### src/rtl/mcm_sched_pkg.sv
// Shared types and constants for the MCM tap scheduler.
package mcm_sched_pkg;

   typedef enum logic [1:0] {
      IDLE = 2'd0,
      RUN  = 2'd1,
      OUT  = 2'd2
   } state_t;

   localparam int unsigned NUM_TAPS     = 4;
   localparam int unsigned NUM_PRODUCTS = 12;
   // 14*255 = 3570 and -5*255 = -1275 both fit a 13-bit signed product
   localparam int unsigned PROD_W       = 13;
   localparam logic [3:0]  SEL_ZERO     = 4'd15;

   // Product indices of the MCM_3 output bus
   localparam int unsigned P_NEG2X  = 0;
   localparam int unsigned P_NEG4X  = 1;
   localparam int unsigned P_NEG5X  = 2;
   localparam int unsigned P_NEG3X  = 3;
   localparam int unsigned P_NEG1X  = 4;
   localparam int unsigned P_POS2X  = 5;
   localparam int unsigned P_POS4X  = 6;
   localparam int unsigned P_POS6X  = 7;
   localparam int unsigned P_POS8X  = 8;
   localparam int unsigned P_POS10X = 9;
   localparam int unsigned P_POS12X = 10;
   localparam int unsigned P_POS14X = 11;

endpackage

### src/rtl/mcm_tap_scheduler_mcm3.sv
// MCM_3: shift-add multiple-constant multiplier producing the 12 filter products of x.
module mcm_tap_scheduler_mcm3
   import mcm_sched_pkg::*;
(
   input  logic [7:0]                             x,
   output logic [NUM_PRODUCTS-1:0][PROD_W-1:0]    y
);

   logic [PROD_W-1:0] x1, x2, x3, x4, x5, x8, x16;

   // Shared partial sums, then the signed products in two's complement
   always_comb begin
      x1  = PROD_W'(x);
      x2  = x1 << 1;
      x3  = x2 + x1;
      x4  = x1 << 2;
      x5  = x4 + x1;
      x8  = x1 << 3;
      x16 = x1 << 4;

      y[P_NEG2X]  = PROD_W'(0) - x2;
      y[P_NEG4X]  = PROD_W'(0) - x4;
      y[P_NEG5X]  = PROD_W'(0) - x5;
      y[P_NEG3X]  = PROD_W'(0) - x3;
      y[P_NEG1X]  = PROD_W'(0) - x1;
      y[P_POS2X]  = x2;
      y[P_POS4X]  = x4;
      y[P_POS6X]  = x3 << 1;
      y[P_POS8X]  = x8;
      y[P_POS10X] = x5 << 1;
      y[P_POS12X] = x3 << 2;
      y[P_POS14X] = x16 - x2;
   end

endmodule

### src/rtl/mcm_tap_scheduler.sv
// Time-multiplexes one MCM_3 over four interpolation taps and emits a rounded, clipped sample.
module mcm_tap_scheduler
   import mcm_sched_pkg::*;
#(
   parameter int unsigned SHIFT   = 4,
   parameter int unsigned ACC_W   = 18,
   parameter int unsigned PHASES  = 16,
   parameter int unsigned PHASE_W = 4
)(
   input  logic               clk,
   input  logic               rst,
   input  logic               in_valid,
   output logic               in_ready,
   input  logic [31:0]        in_ref,
   input  logic [PHASE_W-1:0] in_phase,
   output logic               out_valid,
   input  logic               out_ready,
   output logic [7:0]         out_pel,
   input  logic               cfg_we,
   input  logic [PHASE_W-1:0] cfg_phase,
   input  logic [1:0]         cfg_tap,
   input  logic [3:0]         cfg_sel
);

   localparam logic [ACC_W-1:0] RND = ACC_W'(1) << (SHIFT - 1);

   state_t                          state;
   logic [1:0]                      k;
   logic [7:0]                      ref_q   [NUM_TAPS];
   logic [3:0]                      snap_q  [NUM_TAPS];
   logic [3:0]                      sel_tab [PHASES][NUM_TAPS];
   logic signed [ACC_W-1:0]         acc;

   logic [7:0]                          x_c;
   logic [NUM_PRODUCTS-1:0][PROD_W-1:0] y_c;
   logic [3:0]                          sel_c;
   logic [PROD_W-1:0]                   prod_raw_c;
   logic signed [ACC_W-1:0]             prod_c;
   logic signed [ACC_W-1:0]             acc_sum_c;
   logic signed [ACC_W-1:0]             rnd_c;
   logic signed [ACC_W-1:0]             shf_c;
   logic [7:0]                          pel_c;

   mcm_tap_scheduler_mcm3 u_mcm3 (
      .x (x_c),
      .y (y_c)
   );

   // Sample mux, product select, accumulate and round/clip of the running sum
   always_comb begin
      x_c        = ref_q[k];
      sel_c      = snap_q[k];
      prod_raw_c = '0;
      if (sel_c < 4'(NUM_PRODUCTS)) begin
         prod_raw_c = y_c[sel_c];
      end
      prod_c    = $signed({{(ACC_W-PROD_W){prod_raw_c[PROD_W-1]}}, prod_raw_c});
      acc_sum_c = acc + prod_c;
      rnd_c     = acc_sum_c + $signed(RND);
      shf_c     = rnd_c >>> SHIFT;
      if (shf_c[ACC_W-1]) begin
         pel_c = 8'd0;
      end else if (|shf_c[ACC_W-2:8]) begin
         pel_c = 8'd255;
      end else begin
         pel_c = shf_c[7:0];
      end
   end

   // Phase/tap select table; writes land at the edge so a same-cycle accept sees the old entry
   always_ff @(posedge clk) begin
      if (rst) begin
         for (int p = 0; p < int'(PHASES); p++) begin
            for (int t = 0; t < int'(NUM_TAPS); t++) begin
               sel_tab[p][t] <= SEL_ZERO;
            end
         end
      end else if (cfg_we) begin
         sel_tab[cfg_phase][cfg_tap] <= cfg_sel;
      end
   end

   // Request FSM: capture and snapshot, four tap cycles, then hold the result until taken
   always_ff @(posedge clk) begin
      if (rst) begin
         state     <= IDLE;
         in_ready  <= 1'b1;
         out_valid <= 1'b0;
         out_pel   <= 8'd0;
         acc       <= '0;
         k         <= 2'd0;
         for (int t = 0; t < int'(NUM_TAPS); t++) begin
            ref_q[t]  <= 8'd0;
            snap_q[t] <= SEL_ZERO;
         end
      end else begin
         case (state)
            IDLE: begin
               if (in_valid) begin
                  for (int t = 0; t < int'(NUM_TAPS); t++) begin
                     ref_q[t]  <= in_ref[8*t +: 8];
                     snap_q[t] <= sel_tab[in_phase][t];
                  end
                  acc      <= '0;
                  k        <= 2'd0;
                  in_ready <= 1'b0;
                  state    <= RUN;
               end
            end
            RUN: begin
               acc <= acc_sum_c;
               k   <= k + 2'd1;
               if (k == 2'd3) begin
                  out_pel   <= pel_c;
                  out_valid <= 1'b1;
                  state     <= OUT;
               end
            end
            OUT: begin
               if (out_ready) begin
                  out_valid <= 1'b0;
                  in_ready  <= 1'b1;
                  state     <= IDLE;
               end
            end
            default: begin
               state <= IDLE;
            end
         endcase
      end
   end

endmodule
### config.mk
export PLATFORM = sky130hd
export DESIGN_NAME = mcm_tap_scheduler
export DESIGN_NICKNAME = d
export VERILOG_FILES = /design/src/rtl/mcm_sched_pkg.sv /design/src/rtl/mcm_tap_scheduler_mcm3.sv /design/src/rtl/mcm_tap_scheduler.sv
export SDC_FILE = /design/constraint.sdc
export NUM_CORES = 1
export LEC_CHECK = 0
export BUFFER_PORTS_ARGS = -buffer_cell sky130_fd_sc_hd__buf_4
export CORE_UTILIZATION = 35
export CTS_CLUSTER_DIAMETER = 150
export CTS_CLUSTER_SIZE = 8
export DETAILED_ROUTE_END_ITERATION = 12
export SYNTH_ARGS = -nofsm -noshare
export SYNTH_HDL_FRONTEND = slang
export SYNTH_SLANG_ARGS = --single-unit
### constraint.sdc
create_clock -name clk -period 6 [get_ports clk]
set_clock_uncertainty 0.1 [all_clocks]
set_input_delay 0.6 -clock clk [delete_from_list [all_inputs] [get_ports clk]]
set_output_delay 0.6 -clock clk [all_outputs]
set_load 0.05 [all_outputs]
==> results.ini <==
[layout]
layout-drive-gt1-share=0.373
area_delta_synth_final_pct=19.8
fin_area_sq_um=22600
seqCellArea_sq_um=9810
fillCellCount=4869
diodes=0
final_common_cell=edfxtp_1
multiInputGateArea_sq_um=9020
final_cells=2406
fin_util=0.427
final_cell_mix=304 x edfxtp_1, 194 x buf_4, 184 x or2_2
nNetsFinal=1803

[cts]
clk_path_buf_depth=3
cts_sinks=338
cts_tree=yes
cts_buffers=48
clk_pin_slew_ns=0.06
clock_tree.root_cell=clkbuf_16
insertion_delay_ns=0.59
h-tree-depth=2

[power]
p_switching_w=0.00173
power_frac_clock=0.382
comb_power_share=0.194
ir_worst_vdd_v=0.000205
seq_power_share=0.424
intPower_w=0.00472
p_leak_nw=7.88
total_power_w=0.00645
p_per_area_nw_per_um2=285
p_sw_frac=0.268

[die]
start_util=0.357
die_area_sq_um=54900
fp.coreArea_sq_um=53000
placementRows=84
io_pins=61
die_w_microns=234
dieHeight_microns=234

[grt]
grt_pass1_vias=13163
grt_max_degree=65
grt_pass1_wl_mm=74.5
grt_usage=0.177
grt_antenna_before_repair=0
overflow=0

[drt]
initialDrtViolationCount=1054
wire_per_inst_microns=19.9
drt-total-wl_mm=48.0
via_count=12956
drc=0
drtPass1Iterations=6
drtAntennaViolNets=0
via_per_inst=5.38

[sta]
finalSetupViolations=0
rsz0062_at_grt=yes
period_minus_slack_ns=5.92
slew_headroom=0.187
worst_pin_slew_ns=1.21
final_hold_viol_count=0
fin_setup_tns_ns=0
fmax_mhz=169
period_share=0.987
maxSlewViolCount=0

[hold_path]
min-delay-start=in_ref[13]
min_path_type=in -> reg
whs_path_depth=2
min_to=ref_q[1][5]

[logic_synthesis]
postSynthAreaPerCell_sq_um=12.0
asyncSetResetFlopFracSynth=0
synthTopCellsByArea=edfxtp_1 48%, mux4_2 11%, or2_2 6.2%, dfxtp_1 3.6%, ha_1 3.1%
syn_area_sq_um=18900
synth-seq-cells=338
synth-edff-count=304
synthFlopType=edfxtp_1
synth_seq_area_share=0.519
synth_top_area_frac=0.483
synth_cells=1570
ys_types=86
ys.warnings.count=0
synth.largest_area_cell=edfxtp_1
syn-num-nets=1671

[setup_path]
cp-start-kind=flip-flop
r2r_cells=27
cp_max_fo=8
crit_type=reg -> reg
required_ns=6.37
worst_setup_path_end_kind=flip-flop
rr_endpoint=out_pel[1]
ff2ff_setup_slack_ns=0.08
critPathArrivalTime_ns=6.30

[run_status]
status=completed

[placement]
place_area_sq_um=20600
portBuffers=60
dp_cells=2313
dp_hpwl_mm=32.6
gp_congestion=0.895

[flow_run]
max_cap_viol_count=0

## worst max-delay path, cell delays in order (launching register included)
cell      delay, ns
dfxtp_4        0.36
buf_8          0.12
mux4_2         0.64
inv_2          0.13
ha_4           0.21
a211oi_4       0.27
buf_4          0.17
or2_4          0.15
o311ai_4       0.11
nand4b_1       0.23
buf_4          0.17
a311oi_2       0.27
a311oi_1       0.08
a21oi_1        0.15
o21ai_1        0.09
ha_1           0.26
buf_4          0.15
o31a_1         0.37
buf_4          0.18
a31oi_4        0.16
mux2i_1        0.22
o211ai_1       0.15
buf_4          0.19
and4b_1        0.21
mux2_2         0.28
o22ai_2        0.19
buf_12         0.16
a211oi_2       0.06
## layout make-up
class,count,area share
Sequential cell,338,0.434
Multi-Input combinational cell,1092,0.398
Timing Repair Buffer,199,0.0678
Clock buffer,62,0.0554
Tap cell,688,0.0380
Inverter,23,0.00387
Clock inverter,4,0.00298
## synth_stat cells, types with 4 or more instances
| cell | n |
|---|---|
| mux4_2 | 94 |
| a211oi_2 | 9 |
| buf_2 | 4 |
| xor2_1 | 18 |
| clkbuf_1 | 97 |
| or3_1 | 85 |
| a211oi_1 | 19 |
| and2_1 | 38 |
| nor3b_1 | 4 |
| nor3_1 | 16 |
| mux2i_1 | 6 |
| o21a_1 | 4 |
| o21ai_0 | 54 |
| dfxtp_1 | 34 |
| and3_1 | 5 |
| nor2_1 | 80 |
| or2_2 | 186 |
| a22oi_1 | 17 |
| nand3_1 | 18 |
| ha_1 | 47 |
| inv_1 | 21 |
| xnor2_1 | 35 |
| a31oi_1 | 12 |
| o211ai_1 | 9 |
| nand2_1 | 148 |
| edfxtp_1 | 304 |
| nand2b_1 | 33 |
| a21oi_1 | 48 |
| buf_6 | 4 |
| nand4b_1 | 4 |
| buf_1 | 11 |
| nor2b_1 | 8 |
| o31ai_1 | 5 |
| a21o_1 | 11 |
## kinds of logic (layout without fill, tap and decap cells)
group           count (synthesis)  after routing  share of synthesized area
fa+ha+maj                      50             50                     0.0343
buf+inv                       140            288                     0.0299
flops                         338            338                      0.519
xor+xnor                       55             55                     0.0266
simple gates                  646            646                      0.185
compound gates                238            238                     0.0880
mux                           103            103                      0.117
## flip-flops by register name (all words and copies together), names as in the netlist, named ones only
| register | flops |
|---|---|
| sel_tab | 256 |
| in_ready | 1 |
| acc | 18 |
| ref_q | 32 |
| out_valid | 1 |
| snap_q | 16 |
| state | 2 |
| out_pel | 8 |
| k | 2 |
## layer usage
layer  share of wire  routed length, microns  GRT usage
met5               0                       0          0
met2            0.49                   23300      0.302
met3           0.051                    2430     0.0249
met4           0.028                    1330     0.0585
met1            0.44                   20900      0.231
## how the worst max path moves through the flow
stage,start,to,slack (ns),cells past startpoint
2_1_floorplan,flip-flop,out_pel[0],0.02,26
3_3_place_gp,flip-flop,out_pel[1],-0.06,26
3_5_place_dp,flip-flop,out_pel[1],-0.14,25
4_1_cts,flip-flop,out_pel[1],0.005,24
5_1_grt,flip-flop,out_pel[1],-0.12,27
6_report,flip-flop,out_pel[1],0.08,27
## power groups by stage
stage / clock network (W) / registers [W] / logic (W)
final: 0.00246 / 0.00274 / 0.00125
after global routing: 0.00261 / 0.00275 / 0.00135
after CTS: 0.00252 / 0.00274 / 0.00114
after detailed placement: 0 / 0.00278 / 0.00112
after global placement: 0 / 0.00278 / 0.00111
after floorplan: 0 / 0.00276 / 0.000725
## through the flow
step                hold WS (ns)  worst slack [ns]
detailed placement         0.401            -0.143
floorplan                  0.361            0.0181
global placement           0.390           -0.0643
CTS                        0.172           0.00534
global route               0.202            -0.124
finish                     0.210            0.0753
## what timing repair did
item | 4_1_cts | 5_1_grt
gates resized for setup | 19 | 78
hold buffers | 0 | 0
cloned | 0 | 0
setup endpoints to repair | 8 | 9
pin swaps | 6 | 51
setup buffers | 4 | 23
Power figures use the tool's default switching activity.
